===== src/rtl/stream_rr_arbiter_pkg.sv =====
// Shared types and constants for the packet-aware round-robin stream arbiter.
package stream_rr_arbiter_pkg;

    localparam int unsigned PKT_CNT_WD  = 16;
    localparam int unsigned DEF_DATA_WD = 32;
    localparam int unsigned DEF_N_REQ   = 4;

    typedef enum logic {
        ST_IDLE   = 1'b0,
        ST_LOCKED = 1'b1
    } state_e;

endpackage


===== src/rtl/stream_rr_arbiter_rr_pick.sv =====
// Combinational round-robin search: first set request at or after rr_ptr, wrapping.
module rr_pick #(
    parameter int unsigned N_REQ  = 4,
    parameter int unsigned IDX_WD = 2
) (
    input  logic [N_REQ-1:0]  req,
    input  logic [IDX_WD-1:0] rr_ptr,
    output logic [IDX_WD-1:0] grant_idx,
    output logic              any_req
);

    localparam logic [IDX_WD:0] N_REQ_W = (IDX_WD+1)'(N_REQ);

    logic [2*N_REQ-1:0] req_dbl;
    logic [N_REQ-1:0]   req_rot;
    logic [IDX_WD-1:0]  enc;
    logic [IDX_WD:0]    sum;

    // Rotate so rr_ptr lands at bit 0, pick lowest set bit, then rotate the index back.
    always_comb begin
        req_dbl   = {req, req};
        req_rot   = N_REQ'(req_dbl >> rr_ptr);
        enc       = '0;
        any_req   = 1'b0;
        for (int i = 0; i < int'(N_REQ); i++) begin
            if (req_rot[i] && !any_req) begin
                enc     = IDX_WD'(i);
                any_req = 1'b1;
            end
        end
        sum = {1'b0, enc} + {1'b0, rr_ptr};
        if (sum >= N_REQ_W) begin
            sum = sum - N_REQ_W;
        end
        grant_idx = any_req ? sum[IDX_WD-1:0] : rr_ptr;
    end

endmodule


===== src/rtl/stream_rr_arbiter.sv =====
// N-way stream arbiter that holds the grant for a whole packet and rotates priority per packet.
module stream_rr_arbiter
    import stream_rr_arbiter_pkg::*;
#(
    parameter int unsigned DATA_WD = DEF_DATA_WD,
    parameter int unsigned N_REQ   = DEF_N_REQ,
    parameter int unsigned IDX_WD  = $clog2(N_REQ)
) (
    input  logic                     clk,
    input  logic                     rst,
    input  logic [N_REQ-1:0]         valid_pre_i,
    input  logic [N_REQ*DATA_WD-1:0] data_pre_i,
    input  logic [N_REQ-1:0]         last_pre_i,
    output logic [N_REQ-1:0]         ready_pre_o,
    output logic                     valid_post_o,
    output logic [DATA_WD-1:0]       data_post_o,
    output logic                     last_post_o,
    input  logic                     ready_post_i,
    output logic [IDX_WD-1:0]        grant_o,
    output logic                     locked_o,
    output logic [PKT_CNT_WD-1:0]    pkt_cnt_o
);

    localparam logic [IDX_WD-1:0] LAST_IDX = IDX_WD'(N_REQ - 1);

    state_e                  state_q, state_d;
    logic [IDX_WD-1:0]       rr_ptr_q, rr_ptr_d;
    logic [IDX_WD-1:0]       lock_idx_q, lock_idx_d;
    logic [PKT_CNT_WD-1:0]   pkt_cnt_q, pkt_cnt_d;

    logic [IDX_WD-1:0]       pick_idx;
    logic                    any_req;
    logic [IDX_WD-1:0]       grant;
    logic                    sel_valid;
    logic                    fire;

    rr_pick #(
        .N_REQ  (N_REQ),
        .IDX_WD (IDX_WD)
    ) u_rr_pick (
        .req       (valid_pre_i),
        .rr_ptr    (rr_ptr_q),
        .grant_idx (pick_idx),
        .any_req   (any_req)
    );

    // Zero-latency output mux; the lock pins the grant for the rest of a packet.
    always_comb begin
        grant       = (state_q == ST_LOCKED) ? lock_idx_q : pick_idx;
        sel_valid   = 1'b0;
        data_post_o = '0;
        last_post_o = 1'b0;
        for (int k = 0; k < int'(N_REQ); k++) begin
            if (grant == IDX_WD'(k)) begin
                sel_valid   = valid_pre_i[k];
                data_post_o = data_pre_i[k*DATA_WD +: DATA_WD];
                last_post_o = last_pre_i[k];
            end
        end
        valid_post_o = (state_q == ST_LOCKED) ? sel_valid : any_req;
        fire         = valid_post_o && ready_post_i;
        for (int k = 0; k < int'(N_REQ); k++) begin
            ready_pre_o[k] = (grant == IDX_WD'(k)) && valid_post_o && ready_post_i;
        end
    end

    always_comb begin
        state_d    = state_q;
        rr_ptr_d   = rr_ptr_q;
        lock_idx_d = lock_idx_q;
        pkt_cnt_d  = pkt_cnt_q;
        case (state_q)
            ST_IDLE: begin
                if (fire && !last_post_o) begin
                    state_d    = ST_LOCKED;
                    lock_idx_d = grant;
                end
            end
            ST_LOCKED: begin
                if (fire && last_post_o) begin
                    state_d = ST_IDLE;
                end
            end
            default: state_d = ST_IDLE;
        endcase
        // Priority moves past whoever just finished a packet.
        if (fire && last_post_o) begin
            rr_ptr_d  = (grant == LAST_IDX) ? '0 : grant + IDX_WD'(1);
            pkt_cnt_d = pkt_cnt_q + PKT_CNT_WD'(1);
        end
    end

    always_ff @(posedge clk) begin
        if (rst) begin
            state_q    <= ST_IDLE;
            rr_ptr_q   <= '0;
            lock_idx_q <= '0;
            pkt_cnt_q  <= '0;
        end else begin
            state_q    <= state_d;
            rr_ptr_q   <= rr_ptr_d;
            lock_idx_q <= lock_idx_d;
            pkt_cnt_q  <= pkt_cnt_d;
        end
    end

    assign grant_o   = grant;
    assign locked_o  = (state_q == ST_LOCKED);
    assign pkt_cnt_o = pkt_cnt_q;

endmodule

===== config.mk =====
export PLATFORM = sky130hd
export DESIGN_NAME = stream_rr_arbiter
export DESIGN_NICKNAME = d
export VERILOG_FILES = /design/src/rtl/stream_rr_arbiter_pkg.sv /design/src/rtl/stream_rr_arbiter_rr_pick.sv /design/src/rtl/stream_rr_arbiter.sv
export SDC_FILE = /design/constraint.sdc
export NUM_CORES = 1
export LEC_CHECK = 0
export BUFFER_PORTS_ARGS = -buffer_cell sky130_fd_sc_hd__buf_4
export CAP_MARGIN = 20
export CELL_PAD_IN_SITES_DETAIL_PLACEMENT = 1
export CELL_PAD_IN_SITES_GLOBAL_PLACEMENT = 1
export CORE_MARGIN = 8
export CORE_UTILIZATION = 26
export DETAILED_ROUTE_END_ITERATION = 6
export HOLD_SLACK_MARGIN = 0.08
export PLACE_DENSITY_LB_ADDON = 0.05
export SLEW_MARGIN = 0
export SYNTH_ARGS = -nofsm -noshare
export SYNTH_HDL_FRONTEND = slang
export SYNTH_SLANG_ARGS = --single-unit

===== constraint.sdc =====
create_clock -name clk -period 9.4 [get_ports clk]
set_input_delay 1.88 -clock clk [delete_from_list [all_inputs] [get_ports clk]]
set_output_delay 1.88 -clock clk [all_outputs]
set_load 0.02 [all_outputs]

==> results.sh <==
export IMPL_syn_inst=340
export IMPL_relSlewSlack=0.535
export IMPL_crit_fanout=39
export IMPL_seqCellArea_um2=420
export IMPL_syn2layout_area_growth_pct=70.9
export IMPL_antenna_left=0
export IMPL_syn_avg_cell_area_um2=6.64
export IMPL_cts_tree="yes"
export IMPL_status="finished clean"
export IMPL_period_share=0.769
export IMPL_grt_max_degree=71
export IMPL_synth_top_area_frac=0.186
export IMPL_diodes=0
export IMPL_htree_num_levels=1
export IMPL_power_density_nw_per_um2=403
export IMPL_postCtsSetupRepairBufs=0
export IMPL_finalInstanceArea_um2=3850
export IMPL_num_rows=34
export IMPL_fin_crit_ns=7.23
export IMPL_multi_input_area_um2=1710
export IMPL_start_util=0.264
export IMPL_ys_types=39
export IMPL_place_area_um2=3770
export IMPL_synth_flop_cell="dfxtp_1"
export IMPL_slew_violations=0
export IMPL_finalSetupTns_ns=0
export IMPL_ys_seq_area_frac=0.186
export IMPL_io_pins=196
export IMPL_layout_nets=663
export IMPL_via_count=3180
export IMPL_synth_enable_flop_cells=0
export IMPL_setup_viol=0
export IMPL_critPathCaptureType="primary output"
export IMPL_firstDrtPassIters=4
export IMPL_finalWorstSetupSlack_ns=2.17
export IMPL_hpwl_um=9250
export IMPL_core_um2=8550
export IMPL_grt_pass1_vias=3314
export IMPL_cts_num_sinks=21
export IMPL_peakVddDrop_uv=343
export IMPL_grt_overflow_total=0
export IMPL_rsz0062_at_grt="no"
export IMPL_cts_root_buf="clkbuf_8"
export IMPL_die_area_um2=11900
export IMPL_drtIter0Drc=110
export IMPL_gp_congestion=0.758
export IMPL_yosys_warnings=0
export IMPL_synth_most_common_cell="a21oi_1"
export IMPL_grt_pass1_wl_um=16600
export IMPL_hold_buffers=0
export IMPL_die_width_um=109
export IMPL_skew_ns=0.00121
export IMPL_drive_gt1_frac=0.418
export IMPL_syn_nets=485
export IMPL_die_height_um=109
export IMPL_routedWlPerCell_um=17.9
export IMPL_port_buffers=195
export IMPL_via_per_inst=5.09
export IMPL_drv_cap=0
export IMPL_cts_clk_slew_worst_paths_ns=0.08
export IMPL_n_fill_cell=1128
export IMPL_cts_resized=0
export IMPL_synthTopCellsByArea="dfxtp_1 (19%), a21oi_1 (11%), a22oi_1 (10%)"
export IMPL_finalHoldViolCount=0
export IMPL_clockBufferDepth=2
export IMPL_drcViolationCount=0
export IMPL_clock_fmax_ghz=0.138
export IMPL_total_power_uw=1550
export IMPL_totalWireLength_um=11200
export IMPL_antenna_found_initial=0
export IMPL_arrival_ns=5.35
export IMPL_grtUsageTotal=0.175
export IMPL_synth_seq_cells=21
export IMPL_critPathLaunchType="primary input"
export IMPL_worstPathRequired_ns=7.52
export IMPL_r2r_setup_slack_ns=5.12
export IMPL_worstSkewPairLatency_ns=0.26
export IMPL_synth_largest_area_cell="dfxtp_1"
export IMPL_hp_class="flip-flop to flip-flop"
export IMPL_worst_pin_slew_ns=0.695
export IMPL_synth_commonest_cells="a21oi_1 (49), nand2_1 (42), nor2_1 (42), o21ai_0 (36), a22oi_1 (31)"
export IMPL_p_leak_uw=0.00174
export IMPL_synthArstFlopShare=0
export IMPL_pre_cts_slack_ns=1.92
export IMPL_syn_area_um2=2260
export IMPL_critical_path_class="primary input to primary output"
export IMPL_numCtsBuffers=3
-- per-stage QoR --
step                      instances  utilization  hold WS (ns)
after detailed placement        619        0.441         0.487
after floorplan                 340            -         0.460
after global routing            625        0.451         0.532
final                           625        0.451         0.493
after CTS                       623        0.447         0.499
after global placement          619        0.441         0.466
-- logic make-up (layout without fill, tap and decap cells) --
family / count (synthesis) / count (layout) / synth area share
compound gates: 138 / 138 / 0.388
flops: 21 / 21 / 0.186
simple gates: 130 / 130 / 0.277
xor+xnor: 2 / 2 / 0.00777
mux: 10 / 10 / 0.0460
buf+inv: 32 / 209 / 0.0571
fa+ha+maj: 7 / 7 / 0.0377
-- cell type report --
class	count	area share
Clock buffer	4	0.0117
Sequential cell	21	0.109
Inverter	5	0.00487
Multi-Input combinational cell	287	0.445
Tap cell	108	0.0351
Timing Repair Buffer	200	0.395
-- power breakdown --
part | internal [uW] | total (uW) | switching (uW)
clock network | 30.3 | 61.0 | 30.7
logic | 553 | 1380 | 825
registers | 99.8 | 115 | 15.2
total | 683 | 1550 | 871
-- metal layers --
layer  track usage  routed length (um)
met1         0.170                4080
met2         0.325                5750
met3        0.0774                1170
met4        0.0518                 187
met5             0                   0
-- state kept, by name (all words and copies together), names as in the netlist --
| signal | flops |
|---|---|
| lock_idx_q | 2 |
| locked_o | 1 |
| pkt_cnt_o | 16 |
| rr_ptr_q | 2 |
-- worst max-delay path, cell delays in order --
cell,delay [ns]
buf_4,0.14
or4_1,0.49
o2111ai_1,0.09
ha_1,0.17
mux2_2,0.36
mux2i_1,0.24
ha_1,0.19
buf_4,0.36
a21oi_1,0.17
a2111oi_4,0.58
o21a_1,0.36
and2_1,0.17
buf_4,0.14
-- worst paths after layout --
path / startpoint / to / depth (start not counted)
min: pkt_cnt_o[15] / pkt_cnt_o[15] / 2
max: valid_pre_i[0] / ready_pre_o[1] / 13
max reg2reg: rr_ptr_q[0] / pkt_cnt_o[15] / 12
min reg2reg: pkt_cnt_o[15] / pkt_cnt_o[15] / 2
-- placed cells by master, fill, tap and decap left out, drive strengths merged, types with 5 or more instances in the layout --
| cell | netlist | routed |
|---|---|---|
| nand3 | 6 | 6 |
| nor2b | 5 | 5 |
| a22oi | 31 | 31 |
| mux2i | 7 | 7 |
| ha | 6 | 6 |
| a21oi | 49 | 49 |
| inv | 5 | 5 |
| nor2 | 42 | 42 |
| o21ai | 36 | 36 |
| nand2 | 42 | 42 |
| buf | 5 | 200 |
| or4 | 10 | 10 |
| dfxtp | 21 | 21 |
| o31ai | 9 | 9 |
Note: power is estimated with default switching activity, not from simulation.
